<file path="src/rtl/cacheline_arbiter_if.sv">
// cacheline_arbiter_if: icache, dcache and memory line-port signals of the cacheline arbiter.
interface cacheline_arbiter_if #(
  parameter int ADDR_WIDTH = 32,
  parameter int LINE_WIDTH = 256
);
  logic                  i_read;
  logic [ADDR_WIDTH-1:0] i_address;
  logic [LINE_WIDTH-1:0] i_rdata;
  logic                  i_resp;
  logic                  d_read;
  logic                  d_write;
  logic [ADDR_WIDTH-1:0] d_address;
  logic [LINE_WIDTH-1:0] d_wdata;
  logic [LINE_WIDTH-1:0] d_rdata;
  logic                  d_resp;
  logic                  mem_read;
  logic                  mem_write;
  logic [ADDR_WIDTH-1:0] mem_address;
  logic [LINE_WIDTH-1:0] mem_wdata;
  logic [LINE_WIDTH-1:0] mem_rdata;
  logic                  mem_resp;
  modport slave (
    input  i_read, i_address, d_read, d_write, d_address, d_wdata, mem_rdata, mem_resp,
    output i_rdata, i_resp, d_rdata, d_resp, mem_read, mem_write, mem_address, mem_wdata
  );
  modport master (
    output i_read, i_address, d_read, d_write, d_address, d_wdata, mem_rdata, mem_resp,
    input  i_rdata, i_resp, d_rdata, d_resp, mem_read, mem_write, mem_address, mem_wdata
  );
endinterface

</file>
<file path="src/rtl/cacheline_arbiter.sv">
// cacheline_arbiter: round-robin sharing of one line memory port between icache and dcache.
module cacheline_arbiter #(
  parameter int ADDR_WIDTH = 32,
  parameter int LINE_WIDTH = 256
) (
  input logic clk,
  input logic rst,
  cacheline_arbiter_if.slave bus
);
  localparam int OFF = $clog2(LINE_WIDTH / 8);
  typedef enum logic [1:0] {IDLE, SERVE_I, SERVE_D, DONE} state_t;
  state_t state, state_n;
  logic last_d, cmd_op, grant_i, grant_d, want_i, want_d, serve;
  logic [ADDR_WIDTH-1:0] cmd_addr;
  logic [LINE_WIDTH-1:0] cmd_wdata;
  assign want_i = bus.i_read;
  assign want_d = bus.d_read | bus.d_write;
  // On contention the cache that was not granted last wins.
  always_comb begin
    grant_d = state == IDLE && want_d && (!want_i || !last_d);
    grant_i = state == IDLE && want_i && !grant_d;
    serve   = state == SERVE_I || state == SERVE_D;
    state_n = state == IDLE ? (grant_d ? SERVE_D : grant_i ? SERVE_I : IDLE) :
              state == DONE ? IDLE : bus.mem_resp ? DONE : state;
  end
  always_ff @(posedge clk) begin
    if (rst) state <= IDLE;
    else     state <= state_n;
  end
  always_ff @(posedge clk) begin
    if (rst) begin
      last_d    <= 1'b0;
      cmd_op    <= 1'b0;
      cmd_addr  <= '0;
      cmd_wdata <= '0;
    end else if (grant_d) begin
      last_d    <= 1'b1;
      cmd_op    <= bus.d_write;
      cmd_addr  <= {bus.d_address[ADDR_WIDTH-1:OFF], {OFF{1'b0}}};
      cmd_wdata <= bus.d_wdata;
    end else if (grant_i) begin
      last_d    <= 1'b0;
      cmd_op    <= 1'b0;
      cmd_addr  <= {bus.i_address[ADDR_WIDTH-1:OFF], {OFF{1'b0}}};
    end
  end
  assign bus.mem_read    = serve && !cmd_op;
  assign bus.mem_write   = serve && cmd_op;
  assign bus.mem_address = serve ? cmd_addr : '0;
  assign bus.mem_wdata   = serve ? cmd_wdata : '0;
  assign bus.i_resp      = state == SERVE_I && bus.mem_resp;
  assign bus.d_resp      = state == SERVE_D && bus.mem_resp;
  assign bus.i_rdata     = bus.mem_rdata;
  assign bus.d_rdata     = bus.mem_rdata;
endmodule

</file>
<file path="src/flat_wrapper.sv">
// flat-port wrapper written by rule: the top's interface ports become plain ports
module cacheline_arbiter_flat 
#(
  parameter int ADDR_WIDTH = 32,
  parameter int LINE_WIDTH = 256
)
  (clk, rst, bus_i_read, bus_i_address, bus_d_read, bus_d_write, bus_d_address, bus_d_wdata, bus_mem_rdata, bus_mem_resp, bus_i_rdata, bus_i_resp, bus_d_rdata, bus_d_resp, bus_mem_read, bus_mem_write, bus_mem_address, bus_mem_wdata);
  cacheline_arbiter_if #(.ADDR_WIDTH(ADDR_WIDTH), .LINE_WIDTH(LINE_WIDTH)) bus_i ();
  input logic clk;
  input logic rst;
  input wire logic [$bits(bus_i.i_read)-1:0] bus_i_read;
  input wire logic [$bits(bus_i.i_address)-1:0] bus_i_address;
  input wire logic [$bits(bus_i.d_read)-1:0] bus_d_read;
  input wire logic [$bits(bus_i.d_write)-1:0] bus_d_write;
  input wire logic [$bits(bus_i.d_address)-1:0] bus_d_address;
  input wire logic [$bits(bus_i.d_wdata)-1:0] bus_d_wdata;
  input wire logic [$bits(bus_i.mem_rdata)-1:0] bus_mem_rdata;
  input wire logic [$bits(bus_i.mem_resp)-1:0] bus_mem_resp;
  output wire logic [$bits(bus_i.i_rdata)-1:0] bus_i_rdata;
  output wire logic [$bits(bus_i.i_resp)-1:0] bus_i_resp;
  output wire logic [$bits(bus_i.d_rdata)-1:0] bus_d_rdata;
  output wire logic [$bits(bus_i.d_resp)-1:0] bus_d_resp;
  output wire logic [$bits(bus_i.mem_read)-1:0] bus_mem_read;
  output wire logic [$bits(bus_i.mem_write)-1:0] bus_mem_write;
  output wire logic [$bits(bus_i.mem_address)-1:0] bus_mem_address;
  output wire logic [$bits(bus_i.mem_wdata)-1:0] bus_mem_wdata;
  assign bus_i.i_read = bus_i_read;
  assign bus_i.i_address = bus_i_address;
  assign bus_i.d_read = bus_d_read;
  assign bus_i.d_write = bus_d_write;
  assign bus_i.d_address = bus_d_address;
  assign bus_i.d_wdata = bus_d_wdata;
  assign bus_i.mem_rdata = bus_mem_rdata;
  assign bus_i.mem_resp = bus_mem_resp;
  assign bus_i_rdata = bus_i.i_rdata;
  assign bus_i_resp = bus_i.i_resp;
  assign bus_d_rdata = bus_i.d_rdata;
  assign bus_d_resp = bus_i.d_resp;
  assign bus_mem_read = bus_i.mem_read;
  assign bus_mem_write = bus_i.mem_write;
  assign bus_mem_address = bus_i.mem_address;
  assign bus_mem_wdata = bus_i.mem_wdata;
  cacheline_arbiter #(.ADDR_WIDTH(ADDR_WIDTH), .LINE_WIDTH(LINE_WIDTH)) u_core (.clk(clk), .rst(rst), .bus(bus_i));
endmodule
</file>
<file path="config.mk">
export PLATFORM = sky130hd
export DESIGN_NAME = cacheline_arbiter_flat
export DESIGN_NICKNAME = d
export VERILOG_FILES = /design/src/rtl/cacheline_arbiter_if.sv /design/src/rtl/cacheline_arbiter.sv /design/src/flat_wrapper.sv
export SDC_FILE = /design/constraint.sdc
export NUM_CORES = 1
export LEC_CHECK = 0
export ABC_CLOCK_PERIOD_IN_PS = 2860
export CORE_AREA = 2 2 543 545
export DETAILED_ROUTE_END_ITERATION = 12
export DIE_AREA = 0 0 545 547
export PLACE_DENSITY = 0.3
export RECOVER_POWER = 25
export SLEW_MARGIN = 20
export SYNTH_ARGS = -nofsm -noshare
export SYNTH_HDL_FRONTEND = slang
export SYNTH_SLANG_ARGS = --single-unit
</file>
<file path="constraint.sdc">
create_clock -name clk -period 2.86 [get_ports clk]
set_input_delay 0.429 -clock clk [delete_from_list [all_inputs] [get_ports clk]]
set_output_delay 0.429 -clock clk [all_outputs]
set_load 0.02 [all_outputs]
</file>
# Yosys cells after proc, flatten, opt, wreduce, memory -nomap -nowiden

Index checks and enable logic that the tools add are counted.

$add $sub $neg: 0
Multipliers: 0
Divide/modulo/power cells: 0
$lt $le $gt $ge: 0
Eq/ne operators: 3
Shifts and indexed selects: 0
Mux-type cells: 12
Bitwise operators: 1
Reductions and logical operators: 17

Operator list:

| cell                                           | number |
|---|---|
| 2-to-1 mux 256 bit                             | 1 |
| 2-to-1 mux 32 bit                              | 3 |
| logical AND 1 bit                              | 8 |
| 2-to-1 mux 2 bit                               | 4 |
| == test 2 bit (second input constant)          | 2 |
| zero test 1 bit                                | 4 |
| 2-to-1 mux 1 bit                               | 4 |
| nonzero test 3 bit                             | 1 |
| == test 2 x 1 -> 1 bit (second input constant) | 1 |
| zero test 2 bit                                | 1 |
| logical OR 1 bit                               | 2 |
| nonzero test 2 bit                             | 1 |
| bitwise OR 1 bit                               | 1 |

Bits in registers: 287
Latch bits: 0
Bits in writable memories: 0
ROM bits: 0
Input bits: 582
Output and inout bits: 804
Logic and storage cells: 38
Memories: 0

# Logic depth before layout (Yosys ltp)

Depth after elaboration: 8
Mapped depth: 8
Mapped depth without buffers: 5

# Worst setup path after synthesis

Ideal clock, no wire load.

Kind: register to output
Start point: register u_core.state[0]
End point: output bus_mem_wdata[100]
Arrival: 1,480 ps
Required time: 2,431 ps
Setup slack: 951 ps
Cell stages (with the launch flop): 6
Path buffers: 2
Cell sequence: dfxtp_1 > inv_1 > ha_1 > clkbuf_1 > clkbuf_1 > and2_1

Cells in the longest elaborated chain, start to end: 3
Elaborated cells between the ends (all ways): 4
Those cells by class: eq/ne (2); mux (1); reduce/logical (1)

Ends and longest elaborated chain:

| what                                                    | RTL line                | source |
|---|---|---|
| start, declared                                         | cacheline_arbiter.sv:12 | `state_t state, state_n;` |
| start signal, assigned                                  | cacheline_arbiter.sv:28 | `else state <= state_n;` |
| == test 2 x 1 -> 1 bit or == test 2 bit (tied branches) | cacheline_arbiter.sv:22 | `serve = state == SERVE_I \|\| state == SERVE_D;` |
| logical OR 1 bit *                                      | cacheline_arbiter.sv:22 |  |
| 2-to-1 mux 256 bit *                                    | cacheline_arbiter.sv:50 | `assign bus.mem_wdata = serve ? cmd_wdata : '0;` |
| end, declared                                           | flat_wrapper.sv:26      | `output wire logic [$bits(bus_i.mem_wdata)-1:0] bus_mem_wdata;` |

Mark *: on every way between the ends. The rest lies on a longest branch, timed or not.

# Worst setup path after layout

Start point: register u_core.state[0]
End point: output bus_mem_wdata[39]

The elaborated chain is that of the path after synthesis.

==> impl_metrics.json <==
{
  "status": "completed",
  "start_kind": "flop",
  "io_buffers": 602,
  "dr.pass1.iters": 5,
  "via_count": 14030,
  "hold_start": "bus_d_wdata[252]",
  "synth-compound-area-share": 0.01589,
  "r2r_start": "u_core.state[0]$_SDFFE_PP0P_",
  "finalHoldViolCount": 0,
  "dp_worst_setup_slack_ps": 341.8,
  "end_kind": "primary output",
  "root_buffer": "clkbuf_16",
  "synthTopCellsByArea": "dfxtp_1, buf_4, nand2b_1, mux2i_1, and2_1",
  "cts.sinks": 287,
  "ff2ff_setup_slack_ps": 720,
  "fin_tns_setup_ps": 0,
  "drive_above_1_share": 0.2422,
  "grt_pass1_wl_microns": 180100,
  "drtIter0Drc": 577,
  "cts-hold-fix-buffers": 0,
  "fmax_mhz": 350.2,
  "synth_commonest_cells": "buf_4, nand2b_1, dfxtp_1",
  "reg2reg_to": "u_core.cmd_wdata[52]$_SDFFE_PP0P_",
  "grt_max_degree": 100,
  "ys_ff_latch": 287,
  "area_growth_pct": 55.21,
  "antenna_found_initial": 28,
  "maxSlewViolCount": 0,
  "power.density_nw_per_um2": 638.9,
  "synthAdderAreaFrac": 0.002670,
  "cts.htree.levels": 2,
  "cts_buffers": 47,
  "synth_warnings": 0,
  "cts_buffer_depth": 3,
  "synth_area_per_cell_sq_um": 8.946,
  "syn_inst": 2095,
  "synth_top_family_by_area": "simple AND/OR/NAND/NOR gates",
  "whs_ps": 323.0,
  "ys.flop_type": "dfxtp_1",
  "path_clk_slew_ps": 60,
  "vias_per_cell": 2.279,
  "dpl_cell_area_sq_um": 26900,
  "ant_nets": 0,
  "stdcell_count": 6156,
  "yosys.area.top_type": "dfxtp_1",
  "cts_tree": "done",
  "gp_congestion": 0.7431,
  "wl_microns": 146000,
  "critPathKind": "flop to primary output",
  "nets": 2785,
  "die_area_sq_um": 298100,
  "stdcell_area_sq_um": 29090,
  "synth-edff-count": 0,
  "yosysMostFrequentCell": "buf_4",
  "synthXorXnorAreaFrac": 0,
  "arrival_ps": 2430,
  "die-width_microns": 545,
  "finalWorstSetupSlack_ps": 4.796,
  "finClkSkew_ps": 44.90,
  "r2r_cells": 7,
  "insertion_delay_ps": 680,
  "dpl.hpwl_microns": 120900,
  "cap_viol_max_count": 0,
  "worst_ir_drop_vdd_v": 0.0003932,
  "cp.required_ps": 2430,
  "floorplan.initialDensity": 0.06406,
  "timing.final.crit_share": 0.9983,
  "overflow": 0,
  "grt_pass1_vias": 15180,
  "rsz0062_at_grt": "yes",
  "placementRows": 199,
  "hold_end": "u_core.cmd_wdata[252]$_SDFFE_PP0P_",
  "finalSetupViolations": 0,
  "final.min_clock_period_ps": 2855,
  "synth.cell_area_sq_um": 18740,
  "drcViolationCount": 0,
  "cellLeakagePower_nw": 10.74,
  "synth_top_area_share": 0.3066,
  "post-place-cells": 6035,
  "synth_cell_types": 25,
  "ys_seq_area_frac": 0.3066,
  "synth-async-reset-ratio": 0,
  "die-height_microns": 547,
  "fp.coreArea_sq_um": 292600,
  "routedWlPerCell_microns": 23.71,
  "hold_depth": 3,
  "hp-class": "primary input to flop",
  "ios": 1386,
  "track_usage": 0.09467,
  "crit_fanout": 7,
  "synthMuxAreaShare": 0.1511,
  "synthSimpleGateAreaFrac": 0.2735
}
[layer usage]
metal | global-route usage | share of wire | up-vias | routed length [microns]
li1 | - | - | 6315 | -
met1 | 0.09101 | 0.34 | 6456 | 49000
met2 | 0.1514 | 0.45 | 1012 | 65440
met3 | 0.07564 | 0.18 | 243 | 25870
met4 | 0.03254 | 0.039 | 6 | 5631
met5 | 0 | 0.00027 | - | 39
[worst max-delay path, stage by stage (launching register included)]
cell,delay [ps]
dfxtp_2,340
inv_2,50
ha_4,280
buf_12,140
buf_16,140
buf_16,170
buf_12,150
buf_16,130
and2_4,170
buf_12,130
[worst max path at each step]
stage / endpoint / startpoint
floorplan: bus_mem_wdata[100] / u_core.state[0]$_SDFFE_PP0P_
detailed placement: u_core.cmd_wdata[52]$_SDFFE_PP0P_ / bus_d_write
CTS: bus_mem_wdata[178] / u_core.state[0]$_SDFFE_PP0P_
global placement: bus_mem_wdata[131] / u_core.state[0]$_SDFFE_PP0P_
global route: bus_mem_wdata[39] / u_core.state[0]$_SDFFE_PP0P_
finish: bus_mem_wdata[39] / u_core.state[0]$_SDFFE_PP0P_
[final cells by class]
class                      count  area [sq um]
inverter                       2         7.507
clock buffer                  71          1386
clock inverter                13         215.2
timing repair buffer         700          8195
antenna                        3         7.507
tap                         3919          4903
sequential                   287          5748
multi-input combinational   1161          8626
fill                       33790        263500
[state kept, by name, summed over array words and instances (netlist names)]
signal and cells:
u_core.cmd_wdata 256, u_core.cmd_addr 27, u_core.state 2, u_core.last_d 1, u_core.cmd_op 1
[kinds of logic (layout without fill, tap and decap cells)]
group / count (synthesis) / count (layout)
mux: 283 / 283
other cells: 1 / 8
buf+inv: 651 / 786
flops: 287 / 287
fa+ha+maj: 4 / 4
compound gates: 37 / 37
simple gates: 832 / 832
[per-stage QoR]
stage	utilization	power (mW)
detailed placement	0.09196	11.43
CTS	0.1001	19.34
global route	0.09940	19.68
finish	0.09943	18.58
floorplan	-	8.969
global placement	0.09196	11.46
[power by group]
| group | internal (mW) | total [mW] | switching, mW |
|---|---|---|---|
| registers | 4.63 | 5.08 | 0.445 |
| logic | 3.55 | 7.22 | 3.67 |
| clock network | 3.78 | 6.29 | 2.51 |
[layout by cell type, fill, tap and decap left out, drive strengths merged]
cell / Yosys / final
nand2b: 512 / 512
clkinvlp: 0 / 1
a22oi: 1 / 1
a21boi: 1 / 1
clkdlybuf4s50: 0 / 318
nor2: 30 / 30
conb: 1 / 5
mux2i: 283 / 283
ha: 4 / 4
dfxtp: 287 / 287
clkbuf: 87 / 77
and2b: 1 / 1
o21ai: 4 / 4
o21bai: 1 / 1
buf: 562 / 339
and2: 286 / 286
bufinv: 0 / 5
diode: 0 / 3
a21oi: 3 / 3
nand2: 2 / 2
bufbuf: 0 / 1
clkdlybuf4s15: 0 / 6
clkinv: 0 / 5
dlygate4sd2: 0 / 30
a221oi: 27 / 27
inv: 2 / 4
nor2b: 1 / 1
[repair_timing]
item | CTS | global route
resized for setup | 582 | 101
buffers inserted | 28 | 2
pin swaps | 21 | 15
gates cloned | 12 | 2
endpoints found under the setup margin | 251 | 143
Power figures use the tool's default switching activity.
